`config.mk`:
```
export PLATFORM = sky130hd
export DESIGN_NAME = tug_war_ctrl_flat
export DESIGN_NICKNAME = d
export VERILOG_FILES = /design/src/rtl/tug_war_ctrl_pkg.sv /design/src/rtl/tug_war_ctrl_if.sv /design/src/rtl/tug_war_ctrl_key_edge.sv /design/src/rtl/tug_war_ctrl.sv /design/src/flat_wrapper.sv
export SDC_FILE = /design/constraint.sdc
export NUM_CORES = 1
export LEC_CHECK = 0
export ABC_AREA = 1
export CAP_MARGIN = 20
export CORE_MARGIN = 2
export CORE_UTILIZATION = 33
export CTS_BUF_LIST = sky130_fd_sc_hd__clkbuf_4 sky130_fd_sc_hd__clkbuf_8 sky130_fd_sc_hd__clkbuf_16
export DETAILED_ROUTE_END_ITERATION = 10
export GPL_TIMING_DRIVEN = 0
export SYNTH_ARGS = -nofsm -noshare
export SYNTH_HDL_FRONTEND = slang
export SYNTH_SLANG_ARGS = --single-unit
export TNS_END_PERCENT = 1
```
`constraint.sdc`:
```
create_clock -name Clock -period 3.03 [get_ports Clock]
set_clock_uncertainty 0.2 [all_clocks]
set_input_delay 0.303 -clock Clock [delete_from_list [all_inputs] [get_ports Clock]]
set_output_delay 0.303 -clock Clock [all_outputs]
set_load 0.02 [all_outputs]
```
`src/rtl/tug_war_ctrl_pkg.sv`:
```
// Shared types for the tug-of-war controller: FSM states, score width, score helper.
// Pure declarations, no timing or flow control.
package tow_pkg;

    typedef enum logic [2:0] {
        IDLE  = 3'd0,
        PLAY  = 3'd1,
        WIN_H = 3'd2,
        WIN_C = 3'd3,
        OVER  = 3'd4
    } state_t;

    localparam int SCORE_W = 3;

    // Scores stick at the top of their range instead of wrapping.
    function automatic logic [SCORE_W-1:0] sat_inc(input logic [SCORE_W-1:0] s);
        return (s == {SCORE_W{1'b1}}) ? s : s + SCORE_W'(1);
    endfunction

endpackage

```
`src/rtl/tug_war_ctrl_if.sv`:
```
// Board-side signal bundle of the tug-of-war controller (keys, comparator, LEDs, scores).
// master = controller, slave = board or bench; no handshake, levels and strobes only.
interface tug_war_ctrl_if
    import tow_pkg::*;
#(
    parameter int HALF = 4
);
    logic               key_human;
    logic               cpu_press;
    logic               lfsr_step;
    logic [2*HALF:0]    leds;
    logic               win_human;
    logic               win_cpu;
    logic [SCORE_W-1:0] score_human;
    logic [SCORE_W-1:0] score_cpu;
    logic               game_over;

    modport master (
        input  key_human, cpu_press,
        output lfsr_step, leds, win_human, win_cpu, score_human, score_cpu, game_over
    );

    modport slave (
        output key_human, cpu_press,
        input  lfsr_step, leds, win_human, win_cpu, score_human, score_cpu, game_over
    );
endinterface

```
`src/rtl/tug_war_ctrl_key_edge.sv`:
```
// Async key to 1-cycle pulse: 2-flop synchronizer plus rising-edge detect.
// Pulse is valid 2 cycles after the key rises (acted on at the 3rd edge); a held key gives one pulse.
module key_edge (
    input  logic Clock,
    input  logic reset,
    input  logic raw,
    output logic pulse
);
    logic sync1;
    logic sync2;
    logic prev;

    always_ff @(posedge Clock) begin
        if (reset) begin
            sync1 <= 1'b0;
            sync2 <= 1'b0;
            prev  <= 1'b0;
        end else begin
            sync1 <= raw;
            sync2 <= sync1;
            prev  <= sync2;
        end
    end

    assign pulse = sync2 & ~prev;
endmodule

```
`src/rtl/tug_war_ctrl.sv`:
```
// Round/game controller for human-vs-computer tug-of-war: paces the cpu, moves the light, scores rounds.
// Outputs decoded from registered state only; no backpressure, events are acted on the cycle they occur.
module tug_war_ctrl
    import tow_pkg::*;
#(
    parameter int HALF      = 4,
    parameter int TICK_DIV  = 16,
    parameter int ROUND_GAP = 8,
    parameter int MAX_SCORE = 7
) (
    input  logic           Clock,
    input  logic           reset,
    tug_war_ctrl_if.master bus
);
    localparam int POS_W  = $clog2(2*HALF+1);
    localparam int TCNT_W = $clog2(TICK_DIV);
    localparam int GAP_W  = $clog2(ROUND_GAP+1);

    localparam logic [POS_W-1:0]   POS_MID  = POS_W'(HALF);
    localparam logic [POS_W-1:0]   POS_MAX  = POS_W'(2*HALF);
    localparam logic [TCNT_W-1:0]  TLAST    = TCNT_W'(TICK_DIV-1);
    localparam logic [GAP_W-1:0]   GAP_LOAD = GAP_W'(ROUND_GAP-1);
    localparam logic [SCORE_W-1:0] MAX_S    = SCORE_W'(MAX_SCORE);

    state_t             state, state_n;
    logic [POS_W-1:0]   pos, pos_n;
    logic [TCNT_W-1:0]  cnt, cnt_n;
    logic [GAP_W-1:0]   gap, gap_n;
    logic [SCORE_W-1:0] sh, sh_n;
    logic [SCORE_W-1:0] sc, sc_n;

    logic h_evt;
    logic tick;
    logic c_evt;

    key_edge u_key_edge (
        .Clock (Clock),
        .reset (reset),
        .raw   (bus.key_human),
        .pulse (h_evt)
    );

    assign tick  = (state == PLAY) && (cnt == TLAST);
    assign c_evt = tick & bus.cpu_press;

    always_ff @(posedge Clock) begin
        if (reset) begin
            state <= IDLE;
            pos   <= POS_MID;
            cnt   <= '0;
            gap   <= '0;
            sh    <= '0;
            sc    <= '0;
        end else begin
            state <= state_n;
            pos   <= pos_n;
            cnt   <= cnt_n;
            gap   <= gap_n;
            sh    <= sh_n;
            sc    <= sc_n;
        end
    end

    always_comb begin
        state_n = state;
        pos_n   = pos;
        cnt_n   = '0;
        gap_n   = gap;
        sh_n    = sh;
        sc_n    = sc;
        case (state)
            IDLE: begin
                pos_n = POS_MID;
                // The starting press only launches the round; it does not pull the light.
                if (h_evt) begin
                    state_n = PLAY;
                end
            end
            PLAY: begin
                cnt_n = tick ? '0 : cnt + TCNT_W'(1);
                // Simultaneous human and cpu events cancel each other.
                if (h_evt && !c_evt) begin
                    if (pos == '0) begin
                        state_n = WIN_H;
                        sh_n    = sat_inc(sh);
                        gap_n   = GAP_LOAD;
                        cnt_n   = '0;
                    end else begin
                        pos_n = pos - POS_W'(1);
                    end
                end else if (c_evt && !h_evt) begin
                    if (pos == POS_MAX) begin
                        state_n = WIN_C;
                        sc_n    = sat_inc(sc);
                        gap_n   = GAP_LOAD;
                        cnt_n   = '0;
                    end else begin
                        pos_n = pos + POS_W'(1);
                    end
                end
            end
            WIN_H, WIN_C: begin
                if (gap == '0) begin
                    if (sh == MAX_S || sc == MAX_S) begin
                        state_n = OVER;
                    end else begin
                        state_n = PLAY;
                        pos_n   = POS_MID;
                    end
                end else begin
                    gap_n = gap - GAP_W'(1);
                end
            end
            OVER: begin
                state_n = OVER;
            end
            default: begin
                state_n = IDLE;
                pos_n   = POS_MID;
            end
        endcase
    end

    always_comb begin
        bus.leds      = '0;
        bus.leds[pos] = 1'b1;
    end

    assign bus.lfsr_step   = tick;
    assign bus.win_human   = (state == WIN_H);
    assign bus.win_cpu     = (state == WIN_C);
    assign bus.game_over   = (state == OVER);
    assign bus.score_human = sh;
    assign bus.score_cpu   = sc;
endmodule

```
`src/flat_wrapper.sv`:
```
// flat-port wrapper written by rule: the top's interface ports become plain ports
module tug_war_ctrl_flat import tow_pkg::*;
#(
    parameter int HALF      = 4,
    parameter int TICK_DIV  = 16,
    parameter int ROUND_GAP = 8,
    parameter int MAX_SCORE = 7
)
  (Clock, reset, bus_key_human, bus_cpu_press, bus_lfsr_step, bus_leds, bus_win_human, bus_win_cpu, bus_score_human, bus_score_cpu, bus_game_over);
  tug_war_ctrl_if #(.HALF(HALF)) bus_i ();
  input  logic Clock;
  input  logic reset;
  input wire logic [$bits(bus_i.key_human)-1:0] bus_key_human;
  input wire logic [$bits(bus_i.cpu_press)-1:0] bus_cpu_press;
  output wire logic [$bits(bus_i.lfsr_step)-1:0] bus_lfsr_step;
  output wire logic [$bits(bus_i.leds)-1:0] bus_leds;
  output wire logic [$bits(bus_i.win_human)-1:0] bus_win_human;
  output wire logic [$bits(bus_i.win_cpu)-1:0] bus_win_cpu;
  output wire logic [$bits(bus_i.score_human)-1:0] bus_score_human;
  output wire logic [$bits(bus_i.score_cpu)-1:0] bus_score_cpu;
  output wire logic [$bits(bus_i.game_over)-1:0] bus_game_over;
  assign bus_i.key_human = bus_key_human;
  assign bus_i.cpu_press = bus_cpu_press;
  assign bus_lfsr_step = bus_i.lfsr_step;
  assign bus_leds = bus_i.leds;
  assign bus_win_human = bus_i.win_human;
  assign bus_win_cpu = bus_i.win_cpu;
  assign bus_score_human = bus_i.score_human;
  assign bus_score_cpu = bus_i.score_cpu;
  assign bus_game_over = bus_i.game_over;
  tug_war_ctrl #(.HALF(HALF), .TICK_DIV(TICK_DIV), .ROUND_GAP(ROUND_GAP), .MAX_SCORE(MAX_SCORE)) u_core (.Clock(Clock), .reset(reset), .bus(bus_i));
endmodule
```
# --- Word level (Yosys, flattened, before mapping) ---
# Cells that the tools add are included.
classes:
  add_sub_neg: 6
  multipliers: 0
  n_div: 0
  magnitude_cmp: 2
  eq_ne: 17
  shifts: 0
  n_mux: 28
  bitwise: 8
  n_reduce_logical: 18
op_table:
  columns: ["op", "count"]
  rows:
  - ["$mux W4", 16]
  - ["$mux W3", 7]
  - ["$ne A3 B3 Y1 const B", 5]
  - ["$reduce_and A5 Y1", 3]
  - ["$pmux W3 S4", 1]
  - ["$pmux W4 S3", 1]
  - ["$eq A3 B3 Y1 const B", 3]
  - ["$add A4 B1 Y4 const B", 2]
  - ["$eq A4 B4 Y1 const B", 2]
  - ["$logic_not A4 Y1", 2]
  - ["$pmux W4 S2", 1]
  - ["$sub A4 B1 Y4 const B", 2]
  - ["$add A3 B1 Y3 const B", 2]
  - ["$eq A3 B2 Y1 const B", 2]
  - ["$not A1 Y1", 6]
  - ["$reduce_and A6 Y1", 1]
  - ["$lt A4 B5 Y1 const B", 1]
  - ["$demux W1 S4", 1]
  - ["$ge A4 B1 Y1 const B", 1]
  - ["$logic_and A1 B1 Y1", 4]
  - ["$ne A2 B1 Y1 const B", 2]
  - ["$ne A2 B2 Y1 const B", 2]
  - ["$reduce_and A4 Y1", 1]
  - ["$reduce_or A2 Y1", 2]
  - ["7 further kinds", 9]
totals:
  reg_bits: 24
  latchBits: 0
  ram_bits: 0
  mem_bits_ro: 0
  out_inout_bits: 19
  elab_cells: 88
  memories: 0

# --- Longest topological paths before layout ---
logic_depth:
  depth_word: 7
  mapped_depth: 16

# --- Cells and area by module ---
# A second synthesis with hierarchy kept.
hier_totals:
  cells_unflattened: 222
  area_unflattened_um2: 1460.2
modules_own_cells:
  columns: ["module", "n_inst", "cells_per_inst", "area_each_um2"]
  rows:
  - ["tug_war_ctrl", 1, 212, 1373.8]
  - ["key_edge", 1, 10, 86.3]

# --- Worst setup path after synthesis ---
# OpenSTA, ideal clock, no wires.
synth_path:
  path_kind: "register -> register"
  from: "register u_core.cnt[0]"
  to: "register u_core.pos[2]"
  setup_time_ps: 123
  arrival_ps: 2166
  required_ps: 2707
  setup_slack_ps: 541
  stages_incl_launch_ff: 16
  path_buffers: 0
  synth_period_minus_slack_ps: 2489
  path_cell_list: "dfxtp_1 > ha_1 > nand2_1 > inv_1 > nand2_1 > nor2_1 > nand2_1 > ha_1 > nor2_1 > nor2_1 > ha_1 > o21bai_1 > a21oi_1 > o21ai_0 > nand2_1 > nand3_1"
synth_via:
  elab_chain_cells: 7
  elab_cells_between_ends: 12
  classes_between: "4 x eq/ne; 2 x mux; 1 x bitwise; 5 x reduce/logical"
synth_rtl:
  columns: ["item", "line_no", "text"]
  rows:
  - ["start: declaration", "tug_war_ctrl.sv:27", "logic [TCNT_W-1:0] cnt, cnt_n;"]
  - ["start signal: assignment", "tug_war_ctrl.sv:57", "cnt <= cnt_n;"]
  - ["$eq A4 B4 Y1 *", "tug_war_ctrl.sv:43", "assign tick = (state == PLAY) && (cnt == TLAST);"]
  - ["$logic_and A1 B1 Y1 *", "tug_war_ctrl.sv:43", null]
  - ["net bus_lfsr_step", "flat_wrapper.sv:15", "output wire logic [$bits(bus_i.lfsr_step)-1:0] bus_lfsr_step;"]
  - ["$and A1 B1 Y1 *", "tug_war_ctrl.sv:44", "assign c_evt = tick & bus.cpu_press;"]
  - ["$logic_not A1 Y1", "tug_war_ctrl.sv:82", "if (h_evt && !c_evt) begin"]
  - ["$logic_and A1 B1 Y1", "tug_war_ctrl.sv:82", null]
  - ["$ne A3 B3 Y1 (no source line) or $mux W4 (tied branches)", null, null]
  - ["$reduce_and A6 Y1 (no source line) or $pmux W4 S3 (tied branches)", null, null]
  - ["end signal: assignment", "tug_war_ctrl.sv:56", "pos <= pos_n;"]
  - ["end: declaration", "tug_war_ctrl.sv:26", "logic [POS_W-1:0] pos, pos_n;"]
# Mark *: on every way through the listed nets, which the timed path passes. The rest lies on a longest branch.
# A chain may end at the register's enable or synchronous reset.

# --- Worst setup path in the final report ---
layout_path:
  from: "register u_core.cnt[0]"
  to: "register u_core.pos[2]"
layout_via:
  elab_chain_cells: 7
  elab_cells_between_ends: 12
  classes_between: "4 x eq/ne; 2 x mux; 1 x bitwise; 5 x reduce/logical"
layout_rtl:
  columns: ["item", "line_no"]
  rows:
  - ["$eq A4 B4 Y1 *", "tug_war_ctrl.sv:43"]
  - ["$logic_and A1 B1 Y1 *", "tug_war_ctrl.sv:43"]
  - ["$and A1 B1 Y1 *", "tug_war_ctrl.sv:44"]
  - ["$logic_not A1 Y1", "tug_war_ctrl.sv:82"]
  - ["$logic_and A1 B1 Y1", "tug_war_ctrl.sv:82"]
  - ["$ne A3 B3 Y1 (no source line) or $mux W4 (tied branches)", null]
  - ["$reduce_and A6 Y1 (no source line) or $pmux W4 S3 (tied branches)", null]
# Every way passes the cells marked *; elsewhere a longest branch is shown, timed or not.

==> summary.md <==
| Metric | Value |
|---|---|
| Top delay family on crit path | simple AND/OR/NAND/NOR gates |
| FF+latch area | about 480 µm² |
| Cells resized by post-CTS repair | 0 |
| CP Cell Sequence | ha_1 > nand2_1 > inv_1 > nand2_1 > nor2_1 > nand2_1 > ha_1 > nor2_1 > nor2_1 > ha_1 > o21bai_1 > a21oi_1 > o21ai_0 > nand2_1 > nand3_1 |
| Final core utilization | 41.7% |
| Multiplexer share of the synthesized area | 0% |
| Ports placed on the boundary | 23 |
| Max-capacitance violation count | 0 |
| Area taken by multi-input logic gates | 811 µm² |
| Worst slew margin relative to its limit | between 60% and 70% |
| Number of sinks driven by the clock tree | 24 |
| Die area | a little under 0.005 mm² |
| Relative contribution of the clock network to total power | 21.9% |
| Final routed wirelength across all metal layers | 3000 µm |
| Clock latency at the later pin of the worst-skew pair | 270 ps |
| Number of routed nets with antenna violations | 0 |
| Most common cell type on the critical path | nand2_1 |
| Drc violations | 0 |
| Detailed-route via count | 1,361 |
| Count of nets after finishing | between 200 and 300 |
| Gate count of the mapped netlist | ~220 |
| Cell leakage power | 0.847 nW |
| Die Span X | 70.1 µm |
| Yosys top cell area share | between 30% and 40% |
| Number of nets in the synthesized netlist | about 230 |
| Buffers inserted by post-CTS timing repair | 0 |
| FF+latch count, synth | 24 |
| Cell type with the highest aggregate area in the netlist | dfxtp_1 |
| Total routing resource utilization after global routing | 13.1% |
| Kind of capture point of the worst setup path | flop |
| Number of unique standard cell types used by synthesis | 22 |
| RSZ-0062 raised after global routing | false |
| Final worst path period share | just over 80% |
| Design internal power | slightly below 800 µW |
| Design Power | between 1 and 1.5 mW |
| Layout overhead on the synthesized area | 24.0% |
| Flop2flop setup slack | 570 ps |
| Worst Max-Slew Pin Slew | about 470 ps |
| Max Clk Rate | 407 MHz |
| Class of the worst hold path | flop to flop |
| Post-synthesis average cell area | 6.59 µm² |
| Cell area power density | 725 mW/mm² |
| RD Place Congestion | between 0.8 and 0.9 |
| Logic pwr share | 45.6% |
| Switching share of power | 40.4% |
| Status | complete, no violations |
| Iteration-0 DRC Markers | 78 |
| Simple-Gate Fraction of Synth Area | 37.6% |
| Global-route wire length before repair | 5290 µm |
| Post-route non-filler standard cell count | 296 |
| Highest-delay cell along the critical path | dfxtp_1 |
| Portion of the post-synthesis area used by sequential elements | 33.3% |
| Most instantiated flip-flop cell in the synthesis netlist | dfxtp_1 |
| Pin count of the biggest net entering global routing | 15 |
| Vias per cell | 4.60 |
| Switching power | 524 µW |
| Number of global-route vias before repair | 1,192 |
| Cell area after synthesis | 0.00144 mm² |
| CTS hold repair buffers | 0 |
| ANT cells | 0 |
| Worst vdd ir | 0.332 mV |
| Antenna violations before repair | 0 |
| Number of filler instances in the final layout | about 460 |
| Setup TNS Final | 0 ps |
| Number of hold-slack violations in the final timing report | 0 |
| Buffer levels on the longest clock path | 2 |
| Gr ovfl total | 0 |
| Final setup violation count | 0 |
| Synth Area in Adders | a little under 9% |
| Htree depth | 1 |
| Clock slew at the register clock pins of the worst setup and hold paths | 90 ps |
| Synth cell count leaders | 39 x nor2_1, 35 x nand2_1, 33 x inv_1 |
| Count leader, synth | nor2_1 |
| Fraction of layout cells with a size suffix above 1 | 9.43% |
| Category of the most critical setup path | flop to flop |
| TritonCTS clock tree | yes |
| Buffer and inverter count on the worst path | 1 |
| Number of buffers created by CTS | 3 |
| Xor-xnor portion of the synthesized cell area | 1.82% |
| Async S/R FF share, synth | 0% |
| Synth area leaders | dfxtp_1 33%, nor2_1 10%, nand2_1 9.1% |
| Area of the placeable core | 0.00429 mm² |
| Largest stage delay, worst path | 370 ps |
| Compound-Gate Fraction of Synth Area | under 10% |
| Wire length per cell | 10.1 µm |
| Worst Path Arrival | 2410 ps |
| Port bufs | 21 |
| Final worst path period need | about 2500 ps |
| Clock tree root buffer cell | clkbuf_8 |
| Half-perimeter wire length of the detailed placement result | roughly 2300 µm |
| Initial cell density of the core | 33.6% |
| Vertical die dimension | between 70 and 80 µm |
| Peak fanout along the critical path | 5 |
| Total count of max-transition violations in the final report | 0 |
| Number of standard-cell rows in the floorplan | 24 |
| Number of synthesis warnings | 0 |
| Largest family of logic cells by synthesized area | simple AND/OR/NAND/NOR gates |
| Count of flip-flops with a built-in enable after synthesis | 0 |
| Post-placement cell count | 292 |
| Worst Setup Start Kind | flop |
| Drt first pass iters | 4 |
| CP Data Required Time | between 2000 and 3000 ps |
| Reg power frac | 32.5% |
## metal layers
| layer | up-vias | track usage, % | routed length [µm] | share of wire (%) |
|---|---|---|---|---|
| li1 | 739 | - | - | - |
| met1 | 588 | 18.8 | 1570 | 52 |
| met2 | 30 | 20.6 | 1300 | 43 |
| met3 | 4 | 1.01 | 90 | 3.0 |
| met4 | 0 | 4.49 | 40 | 1.3 |
| met5 | - | 0 | 0 | 0 |
## cell type report
type | count | area share, %
clock inverters | 1 | 1.68
plain buffers | 2 | 0.490
inverters | 38 | 7.97
well taps | 52 | 3.64
repair buffers | 21 | 11.7
multi-input cells | 155 | 45.3
clock buffers | 3 | 2.31
flip-flops and latches | 24 | 26.9
## path summary, 6_finish.rpt
path | start | to | cells after the start
max | u_core.cnt[0] | u_core.pos[2] | 15
min reg2reg | u_core.u_key_edge.sync1 | u_core.u_key_edge.sync2 | 2
min | u_core.u_key_edge.sync1 | u_core.u_key_edge.sync2 | 2
max reg2reg | u_core.cnt[0] | u_core.pos[2] | 15
## cell usage in the layout (no fill, tap or decap), drive strengths merged
master / n
nor2: 44
nand2: 39
inv: 38
nand3: 27
dfxtp: 24
clkdlybuf4s50: 21
o21ai: 12
ha: 10
a21oi: 9
nor3: 7
clkbuf: 4
and3: 2
xor2: 2
buf: 1
o21bai: 1
nand4: 1
xnor2: 1
bufinv: 1
## through the flow
stage                     setup slack [ps]  instance area [µm²]  hold slack, ps
after floorplan                        541                 1440             188
after global placement                 638                 1720             199
after detailed placement               597                 1720             196
after CTS                              566                 1790             209
after global routing                   343                 1790             219
final                                  574                 1790             206
## state kept, by name, indices dropped and copies added (netlist names)
signal	flops
u_core.cnt	4
u_core.gap	4
u_core.pos	4
u_core.bus.score_cpu	3
u_core.bus.score_human	3
u_core.state	3
u_core.u_key_edge.prev	1
u_core.u_key_edge.sync1	1
u_core.u_key_edge.sync2	1
## power groups by stage
stage	sequential, mW	clock (mW)	combinational, mW
6_report	0.421	0.284	0.592
5_1_grt	0.431	0.304	0.667
4_1_cts	0.422	0.289	0.592
3_5_place_dp	0.429	0	0.590
3_3_place_gp	0.429	0	0.588
2_1_floorplan	0.419	0	0.451
## worst register-to-register path, delay by kind of cell, from the launching register on
family          cells  cell delay, ps
fa+ha+maj           3             630
simple gates        8             690
compound gates      3             400
buf+inv             1              60
flops               1             370
## cell families (layout without fill, tap and decap cells)
family	count (synthesis)	in the layout
buffers and inverters	40	65
adders and majority gates	10	10
and+or+nand+nor	120	120
xor gates and xnor gates	3	3
DFF	24	24
AOI/OAI and AO/OA	22	22
Power figures use the tool's default switching activity.
